**src/rtl/alu_ctrl_pkg.sv**
```systemverilog
// ---------------------------------------------------------------------------
// alu_ctrl_pkg
// Shared definitions for the ALU arbiter: opcode constants, the controller
// state encoding, the divide-by-zero response value and a small opcode
// legality helper.
// ---------------------------------------------------------------------------
package alu_ctrl_pkg;

    // ALU opcodes as presented on reqN_op / alu_op
    localparam logic [2:0] OP_ADD  = 3'b010;
    localparam logic [2:0] OP_SUB  = 3'b001;
    localparam logic [2:0] OP_MUL  = 3'b100;
    localparam logic [2:0] OP_DIV  = 3'b011;
    localparam logic [2:0] OP_PASS = 3'b101;

    // Result returned for a divide whose divisor is zero
    localparam logic [63:0] DIV0_RESULT = 64'hFFFF_FFFF_FFFF_FFFF;

    // Width of the latency counter; holds L-1 for L up to 15
    localparam int CNT_W = 4;

    // Controller states
    typedef enum logic [1:0] {
        ST_IDLE = 2'd0,
        ST_EXEC = 2'd1,
        ST_RESP = 2'd2
    } state_t;

    // How the response of the in-flight operation is produced
    typedef enum logic [1:0] {
        K_ALU     = 2'd0,   // take alu_result / alu_zero
        K_DIV0    = 2'd1,   // divide by zero: fixed all-ones, not zero
        K_ILLEGAL = 2'd2    // unknown opcode: fixed zero result
    } kind_t;

    function automatic logic is_legal_op(input logic [2:0] op);
        return (op == OP_ADD) || (op == OP_SUB) || (op == OP_MUL) ||
               (op == OP_DIV) || (op == OP_PASS);
    endfunction

endpackage

```
**src/rtl/rr_arbiter_2.sv**
```systemverilog
// ---------------------------------------------------------------------------
// rr_arbiter_2
// Two-way round-robin arbiter. A lone requester is always granted; when both
// request, the one that was not granted last wins. After reset req[0] has
// priority.
//
// Ports
//   clk     : clock, rising edge
//   rst_n   : asynchronous active-low reset
//   req     : request vector (bit N = requester N)
//   update  : the current grant was consumed; advance the priority pointer
//   grant   : one-hot (or zero) grant, combinational from req
// ---------------------------------------------------------------------------
module rr_arbiter_2 (
    input  logic       clk,
    input  logic       rst_n,
    input  logic [1:0] req,
    input  logic       update,
    output logic [1:0] grant
);

    // 1 when requester 1 wins a tie, i.e. requester 0 was granted last
    logic r_prio1;

    always_ff @(posedge clk or negedge rst_n) begin
        if (!rst_n) begin
            r_prio1 <= 1'b0;
        end else if (update) begin
            r_prio1 <= grant[0];
        end
    end

    always_comb begin
        grant = 2'b00;
        case (req)
            2'b01:   grant = 2'b01;
            2'b10:   grant = 2'b10;
            2'b11:   grant = r_prio1 ? 2'b10 : 2'b01;
            default: grant = 2'b00;
        endcase
    end

endmodule

```
**src/rtl/alu_arbiter.sv**
```systemverilog
// ---------------------------------------------------------------------------
// alu_arbiter
// Shares one external ALU between two requesters. One operation is in flight
// at a time: IDLE accepts a request chosen round-robin, EXEC waits the
// opcode's settle latency, RESP holds the response until rsp_ready.
//
// Parameters
//   MUL_CYCLES : settle cycles for multiply (1..15)
//   DIV_CYCLES : settle cycles for divide   (1..15)
//
// Ports
//   clk, rst_n              : clock (rising edge), async active-low reset
//   reqN_valid / reqN_ready : request handshake for requester N (N = 0, 1)
//   reqN_op, reqN_a, reqN_b : opcode and 64-bit operands
//   alu_a, alu_b, alu_op    : registered drive to the shared ALU
//   alu_result, alu_zero    : combinational return from the ALU
//   rsp_valid / rsp_ready   : response handshake
//   rsp_id                  : requester the response belongs to
//   rsp_result, rsp_zero    : response payload
//   busy                    : an operation is in flight (state not IDLE)
// ---------------------------------------------------------------------------
module alu_arbiter
    import alu_ctrl_pkg::*;
#(
    parameter int MUL_CYCLES = 2,
    parameter int DIV_CYCLES = 4
) (
    input  logic        clk,
    input  logic        rst_n,

    input  logic        req0_valid,
    output logic        req0_ready,
    input  logic [2:0]  req0_op,
    input  logic [63:0] req0_a,
    input  logic [63:0] req0_b,

    input  logic        req1_valid,
    output logic        req1_ready,
    input  logic [2:0]  req1_op,
    input  logic [63:0] req1_a,
    input  logic [63:0] req1_b,

    output logic [63:0] alu_a,
    output logic [63:0] alu_b,
    output logic [2:0]  alu_op,
    input  logic [63:0] alu_result,
    input  logic        alu_zero,

    output logic        rsp_valid,
    input  logic        rsp_ready,
    output logic        rsp_id,
    output logic [63:0] rsp_result,
    output logic        rsp_zero,

    output logic        busy
);

    state_t            r_state;
    state_t            w_state_next;
    logic [CNT_W-1:0]  r_cnt;
    kind_t             r_kind;
    logic [63:0]       r_alu_a;
    logic [63:0]       r_alu_b;
    logic [2:0]        r_alu_op;
    logic              r_rsp_id;
    logic [63:0]       r_rsp_result;
    logic              r_rsp_zero;

    logic [1:0]        w_grant;
    logic [1:0]        w_ready;
    logic              w_accept;
    logic              w_sel1;
    logic [2:0]        w_op;
    logic [63:0]       w_a;
    logic [63:0]       w_b;
    kind_t             w_kind;
    logic [CNT_W-1:0]  w_lat_m1;

    rr_arbiter_2 u_arb (
        .clk    (clk),
        .rst_n  (rst_n),
        .req    ({req1_valid, req0_valid}),
        .update (w_accept),
        .grant  (w_grant)
    );

    // Operand selection follows the grant
    assign w_sel1 = w_grant[1];
    assign w_op   = w_sel1 ? req1_op : req0_op;
    assign w_a    = w_sel1 ? req1_a  : req0_a;
    assign w_b    = w_sel1 ? req1_b  : req0_b;

    // Response source and counter preload (L-1) for the selected request.
    // Divide by zero and illegal opcodes never wait on the ALU, so L = 1.
    always_comb begin
        w_kind   = K_ALU;
        w_lat_m1 = '0;
        if (!is_legal_op(w_op)) begin
            w_kind = K_ILLEGAL;
        end else if ((w_op == OP_DIV) && (w_b == 64'd0)) begin
            w_kind = K_DIV0;
        end else if (w_op == OP_MUL) begin
            w_lat_m1 = CNT_W'(MUL_CYCLES - 1);
        end else if (w_op == OP_DIV) begin
            w_lat_m1 = CNT_W'(DIV_CYCLES - 1);
        end
    end

    // State register
    always_ff @(posedge clk or negedge rst_n) begin
        if (!rst_n) begin
            r_state <= ST_IDLE;
        end else begin
            r_state <= w_state_next;
        end
    end

    // Next state and handshake outputs.
    // Ready is qualified by rst_n so both ready outputs are 0 while reset
    // is held even though the state is already IDLE.
    always_comb begin
        w_state_next = r_state;
        w_ready      = 2'b00;
        w_accept     = 1'b0;
        busy         = (r_state != ST_IDLE);
        rsp_valid    = (r_state == ST_RESP);
        case (r_state)
            ST_IDLE: begin
                w_ready  = w_grant & {2{rst_n}};
                w_accept = |w_ready;
                if (w_accept) begin
                    w_state_next = ST_EXEC;
                end
            end
            ST_EXEC: begin
                if (r_cnt == '0) begin
                    w_state_next = ST_RESP;
                end
            end
            ST_RESP: begin
                // Ready stays low here, so nothing is accepted on the
                // completion edge; IDLE is re-entered first.
                if (rsp_ready) begin
                    w_state_next = ST_IDLE;
                end
            end
            default: begin
                w_state_next = ST_IDLE;
            end
        endcase
    end

    // Datapath: capture on acceptance, count down and capture the result
    always_ff @(posedge clk or negedge rst_n) begin
        if (!rst_n) begin
            r_alu_a      <= '0;
            r_alu_b      <= '0;
            r_alu_op     <= '0;
            r_rsp_id     <= 1'b0;
            r_cnt        <= '0;
            r_kind       <= K_ALU;
            r_rsp_result <= '0;
            r_rsp_zero   <= 1'b0;
        end else if (w_accept) begin
            r_alu_a  <= w_a;
            r_alu_b  <= w_b;
            r_alu_op <= w_op;
            r_rsp_id <= w_sel1;
            r_cnt    <= w_lat_m1;
            r_kind   <= w_kind;
        end else if (r_state == ST_EXEC) begin
            if (r_cnt == '0) begin
                case (r_kind)
                    K_DIV0: begin
                        r_rsp_result <= DIV0_RESULT;
                        r_rsp_zero   <= 1'b0;
                    end
                    K_ILLEGAL: begin
                        r_rsp_result <= '0;
                        r_rsp_zero   <= 1'b1;
                    end
                    default: begin
                        r_rsp_result <= alu_result;
                        r_rsp_zero   <= alu_zero;
                    end
                endcase
            end else begin
                r_cnt <= r_cnt - CNT_W'(1);
            end
        end
    end

    assign req0_ready = w_ready[0];
    assign req1_ready = w_ready[1];
    assign alu_a      = r_alu_a;
    assign alu_b      = r_alu_b;
    assign alu_op     = r_alu_op;
    assign rsp_id     = r_rsp_id;
    assign rsp_result = r_rsp_result;
    assign rsp_zero   = r_rsp_zero;

endmodule

```
**config.mk**
```make
export PLATFORM = sky130hd
export DESIGN_NAME = alu_arbiter
export DESIGN_NICKNAME = d
export VERILOG_FILES = /design/src/rtl/alu_ctrl_pkg.sv /design/src/rtl/rr_arbiter_2.sv /design/src/rtl/alu_arbiter.sv
export SDC_FILE = /design/constraint.sdc
export NUM_CORES = 1
export LEC_CHECK = 0
export ABC_CLOCK_PERIOD_IN_PS = 2300
export BUFFER_PORTS_ARGS = -buffer_cell sky130_fd_sc_hd__buf_2
export CAP_MARGIN = 30
export CORE_AREA = 2 2 204 206
export CTS_BUF_LIST = sky130_fd_sc_hd__clkbuf_16
export DETAILED_ROUTE_END_ITERATION = 16
export DIE_AREA = 0 0 206 208
export GPL_TIMING_DRIVEN = 0
export PLACE_DENSITY = 0.57
export SYNTH_ARGS = -nofsm -noshare
export SYNTH_HDL_FRONTEND = slang
export SYNTH_SLANG_ARGS = --single-unit
```
**constraint.sdc**
```tcl
create_clock -name clk -period 2.3 [get_ports clk]
set_input_delay 0.575 -clock clk [delete_from_list [all_inputs] [get_ports clk]]
set_output_delay 0.575 -clock clk [all_outputs]
set_load 0.05 [all_outputs]
```
* After elaboration in Yosys (flattened, before gate mapping)
Index checks and enable logic that the tools add are counted.
** Operators by class
- Add/sub/neg operators :: 1
- Equality and inequality tests :: 16
- Multiplexer cells :: 22
- Bitwise operators :: 2
- Reductions and logical operators :: 14
** Operator list (number)
- 64-bit 2-to-1 mux :: 2
- 64-bit one-hot mux with 2 select lines :: 1
- 64-bit logical NOT :: 1
- 2-bit 2-to-1 mux :: 9
- 4-bit 2-to-1 mux :: 4
- 2-bit one-hot mux with 3 select lines :: 2
- 2-bit == test, second input constant :: 4
- 2-bit by 1-bit == test with 1-bit output, second input constant :: 3
- 3-bit by 2-bit == test with 1-bit output, second input constant :: 2
- 3-bit == test, second input constant :: 2
- 3-bit AND reduction :: 2
- 4-bit logical NOT :: 1
- 1-bit logical OR :: 4
- 2-bit by 1-bit != test with 1-bit output, second input constant :: 2
- 2-bit != test, second input constant :: 2
- 2-bit nonzero test :: 2
- 4-bit by 1-bit subtractor with 4-bit output, second input constant :: 1
- 3-bit by 1-bit == test with 1-bit output, second input constant :: 1
- 3-bit 2-to-1 mux :: 1
- 2-bit bitwise AND :: 1
- 2-bit logical NOT :: 1
- 1-bit 2-to-1 mux :: 2
- 1-bit one-hot mux with 2 select lines :: 1
- 2-bit AND reduction :: 1
- 3 further kinds :: 3
** Word-level totals
- Flip-flop bits (word level) :: 206
- Bits of input ports :: 332
- Output and inout port bits :: 201
- Word-level logic and storage cells :: 65

* Longest topological paths before layout
- Depth in word-level cells :: 10
- Depth in mapped cells :: 8
- Mapped depth without buffers :: 7

* Modules after synthesis
A second synthesis with hierarchy kept.
** Second synthesis, totals
- Cells, all modules :: 962
- Area total of the unflattened synthesis :: 9601.7 µm²
** Modules (own cells, without submodules)
- alu_arbiter :: times used 1, cells an instance 957, area each 9539.1 µm², seq. area each 5129.9 µm²
- rr_arbiter_2 :: times used 1, cells an instance 5, area each 62.6 µm², seq. area each 25.0 µm²

* Worst setup path before layout
OpenSTA, ideal clock, no wires.
- Path kind :: input-to-output
- Start :: input port rst_n
- End :: output port req0_ready
- Arrival :: 1.301 ns
- Required time :: 1.725 ns
- Setup slack :: 0.424 ns
- Stages on the path :: 2
- Buffers on the path :: 0
- Cells stage by stage :: nor3b_4 and3_1
** On the way
- Longest elaborated chain between the ends :: 2
** RTL lines
- from (decl) :: RTL line alu_arbiter.sv:29 : input logic rst_n,
- 2-bit bitwise AND :: RTL line alu_arbiter.sv:129 : w_ready = w_grant & {2{rst_n}};
- 2-bit 2-to-1 mux :: RTL line alu_arbiter.sv:127 : case (r_state)
- to (decl) :: RTL line alu_arbiter.sv:32 : output logic req0_ready,
Every way passes these cells.

* Worst setup path after layout
- Start :: register r_state[1]
- End :: output port req1_ready
** On the way
- Longest elaborated chain between the ends :: 2
** RTL lines
- from (decl) :: RTL line alu_arbiter.sv:58 : state_t r_state;
- from (signal assigned) :: RTL line alu_arbiter.sv:114 : r_state <= w_state_next;
- 2-bit logical NOT :: RTL line alu_arbiter.sv:127
- 2-bit 2-to-1 mux :: RTL line alu_arbiter.sv:127
- to (decl) :: RTL line alu_arbiter.sv:38 : output logic req1_ready,
Every way passes these cells.

==> results.yml <==
setup_path:
  critPathMaxFanout: 4
  crit_path_end: "req1_ready"
  critPathKind: "flip-flop to output port"
  crit_path_cell_trace: "nor3b_4 -> o211ai_1 -> inv_1 -> buf_6"
  arrival_ns: 1.66
  regToRegStartpoint: "r_state[1]$_DFFE_PN0P_"
  startpoint: "r_state[1]$_DFFE_PN0P_"
  r2r_setup_slack_ns: 0.15
  crit_path_top_delay_cell: "dfrtp_2"
  slowest_delay_ns: 0.43
  reg2regPathDepth: 8
  critical_path_depth: 4
  rr_endpoint: "alu_b[32]$_DFFE_PN0P_"
  crit_buf_inv: 2
  cp-end-kind: "output port"
  start_kind: "flip-flop"
  cp.required_ns: 1.73
  worst_path_dominant_cell_family: "flip-flops"
yosys:
  synth_nets: 1304
  syn-mean-instance-area_um2: 9.790
  syn_area_um2: 9477
  yosys_warnings: 0
  ys_ff_latch: 206
  yosysUniqueCellTypes: 38
  yosysSeqAreaShare: 0.5440
  syn_inst: 968
timing:
  slew_headroom: 0.3689
  min_period_ns: 2.239
  tns_ns: 0
  hold_viol: 0
  fin_crit_sh: 0.9734
  hold_ws_ns: 0.03035
  slew_violations: 0
  tightest_slew_ns: 0.9446
  setup_violations: 0
  max_freq_ghz: 0.4467
  skew_ns: 0.01530
  rsz0062_at_grt: "true"
placement:
  routabilityCongestion: 1.015
  numPortBuffers: 532
  placed_cell_area_um2: 12840
  hpwlAfterDp_mm: 34.37
die:
  die_h_um: 208
  fp.dieW_um: 206
  initial_core_util: 0.2337
  ios: 533
  core_area_um2: 40550
  rows: 74
  dieArea_um2: 42850
cts:
  numCtsBuffers: 24
  cts_tree: "built"
  clkLatencyLatePin_ns: 0.53
  clockBufferDepth: 3
  htree_levels: 1
  clock-sinks: 206
  clkTransAtPathRegs_ns: 0.06
  clockRootBuffer: "clkbuf_16"
global_route:
  antenna_found_initial: 9
  grt_pass1_wl_mm: 62.07
  grt_overflow: 0
  grt_max_degree: 106
  grt.total_usage: 0.1923
  grt_pass1_vias: 10040
run:
  drv_cap: 0
layout:
  final_util: 0.3384
  fin_area_um2: 13720
  syn2layout_area_growth_pct: 44.82
  nets: 1867
  n_fill_cell: 4270
  drive_above_1_share: 0.3928
power_and_ir_drop:
  finalPower_w: 0.02182
  power.leakage_nw: 7.359
  vdd_ir_drop_max_uv: 686.3
  powerDensity_nw_per_um2: 1590
detailed_routing:
  first_pass_iters: 5
  route.detailed.drc: 0
  ant_nets: 0
  drt_iter0_markers: 451
  drt-vias-per-instance: 4.625
  drt_wl_total_mm: 42.94
  avgRoutedWirePerCell_um: 20.58
  vias: 9648
worst_hold_path:
  hold_class: "primary input to asynchronous set/reset pin"
status:
  outcome: "complete, no violations"
cells in the mapped netlist:
cell / count / area, um^2
nand2_1: 201 / 754.5
o22ai_2: 1 / 12.51
clkbuf_1: 50 / 187.7
nor3b_4: 1 / 18.77
dfrtp_1: 206 / 5155
o21ai_2: 1 / 8.760
a21o_1: 2 / 15.01
nand3b_1: 1 / 7.510
xnor2_1: 1 / 8.760
or4_1: 1 / 7.510
and3_1: 1 / 6.260
nand2b_1: 1 / 6.260
nor4b_1: 1 / 8.760
o221ai_1: 1 / 8.760
a211oi_1: 1 / 7.510
o21ai_0: 171 / 855.8
nor2b_1: 1 / 6.260
nor4_1: 34 / 212.7
o211ai_1: 1 / 7.510
mux2i_1: 132 / 1321
nor3_1: 3 / 15.01
nand3_1: 1 / 5.000
o21ai_1: 29 / 145.1
nor3b_1: 2 / 15.01
or4_4: 1 / 11.26
ha_1: 4 / 50.05
or2_2: 2 / 12.51
o21a_1: 1 / 7.510
inv_1: 8 / 30.03
a21oi_1: 66 / 330.3
nand4_1: 9 / 56.30
o21bai_1: 1 / 7.510
a311oi_1: 1 / 8.760
a211o_1: 1 / 8.760
xor2_1: 2 / 17.52
nor2_1: 6 / 22.52
buf_6: 1 / 11.26
buf_2: 21 / 105.1
through the flow:
stage | cells | setup WS [ns]
2_1_floorplan | 968 | 0.4237
3_3_place_gp | 2032 | -4.330
3_5_place_dp | 2033 | -1.107
4_1_cts | 2078 | 0.0003846
5_1_grt | 2084 | -0.03118
6_report | 2086 | 0.06120
area by class of cell:
| cell class | instances | area, um^2 | share of cell area |
|---|---|---|---|
| sequential | 206 | 5156 | 0.3757 |
| multi-input combinational | 682 | 4008 | 0.2920 |
| timing repair buffer | 537 | 2804 | 0.2043 |
| tap | 532 | 665.6 | 0.04850 |
| clock buffer | 25 | 625.6 | 0.04558 |
| buffer | 72 | 321.6 | 0.02343 |
| clock inverter | 18 | 98.84 | 0.007202 |
| inverter | 8 | 30.03 | 0.002188 |
| antenna | 6 | 15.01 | 0.001094 |
cell usage in the layout (no fill, tap or decap), types with 2 or more instances in the layout:
master / n
o21ai_0: 171
clkbuf_1: 41
nand4_1: 9
buf_2: 549
a21oi_1: 66
clkbuf_4: 2
or2_2: 2
o21ai_2: 2
inv_1: 15
xor2_1: 2
clkbuf_2: 6
dfrtp_1: 205
mux2i_1: 132
clkinv_1: 6
o21ai_1: 28
clkbuf_16: 25
ha_1: 4
nor4_1: 33
a21o_1: 2
diode_2: 6
nand2_1: 201
nor3_1: 3
buf_6: 2
buf_4: 3
buf_16: 3
clkinv_2: 4
nor2_1: 6
worst min path at each step:
stage               slack (ns)                         end                  start
global placement          0.46       alu_b[17]$_DFFE_PN0P_  alu_b[17]$_DFFE_PN0P_
detailed placement        0.46       alu_a[18]$_DFFE_PN0P_  alu_a[18]$_DFFE_PN0P_
finish                    0.03  rsp_result[28]$_DFFE_PN0P_                  rst_n
floorplan                 0.28        alu_a[0]$_DFFE_PN0P_                  rst_n
global route              0.04  rsp_result[28]$_DFFE_PN0P_                  rst_n
CTS                       0.02  rsp_result[28]$_DFFE_PN0P_                  rst_n
layer usage:
metal	track usage	part of all wire
met5	0	0.00075
met4	0.08276	0.041
met1	0.2040	0.36
met2	0.3500	0.51
met3	0.05592	0.090
sequential cells by signal (all words and copies together), names as in the netlist, 2 cells and up:
register    flops
r_cnt           4
rsp_result     64
r_state         2
r_kind          2
alu_op          3
alu_b          64
alu_a          64
power by group:
part	total, W	switching, W	internal [W]
Sequential	0.00625	0.000940	0.00531
Clock	0.00364	0.00158	0.00206
Combinational	0.0119	0.00925	0.00269
Total	0.0218	0.0118	0.0101
kinds of logic after synthesis:
kind of cell | Yosys count | share of synthesized area
AOI/OAI and AO/OA | 277 | 0.1503
xor gates and xnor gates | 3 | 0.002773
adders and majority gates | 4 | 0.005281
buffers and inverters | 80 | 0.03525
DFF | 206 | 0.5440
muxes | 132 | 0.1394
and+or+nand+nor | 266 | 0.1231
repair_timing:
action,4_1_cts,5_1_grt
hold buffers,1,0
gates cloned,1,0
resized for setup,11,19
endpoints found under the hold margin,50,0
buffers inserted,0,2
pin swaps,1,3
endpoints found under the setup margin,203,96
Note: power is estimated with default switching activity, not from simulation.
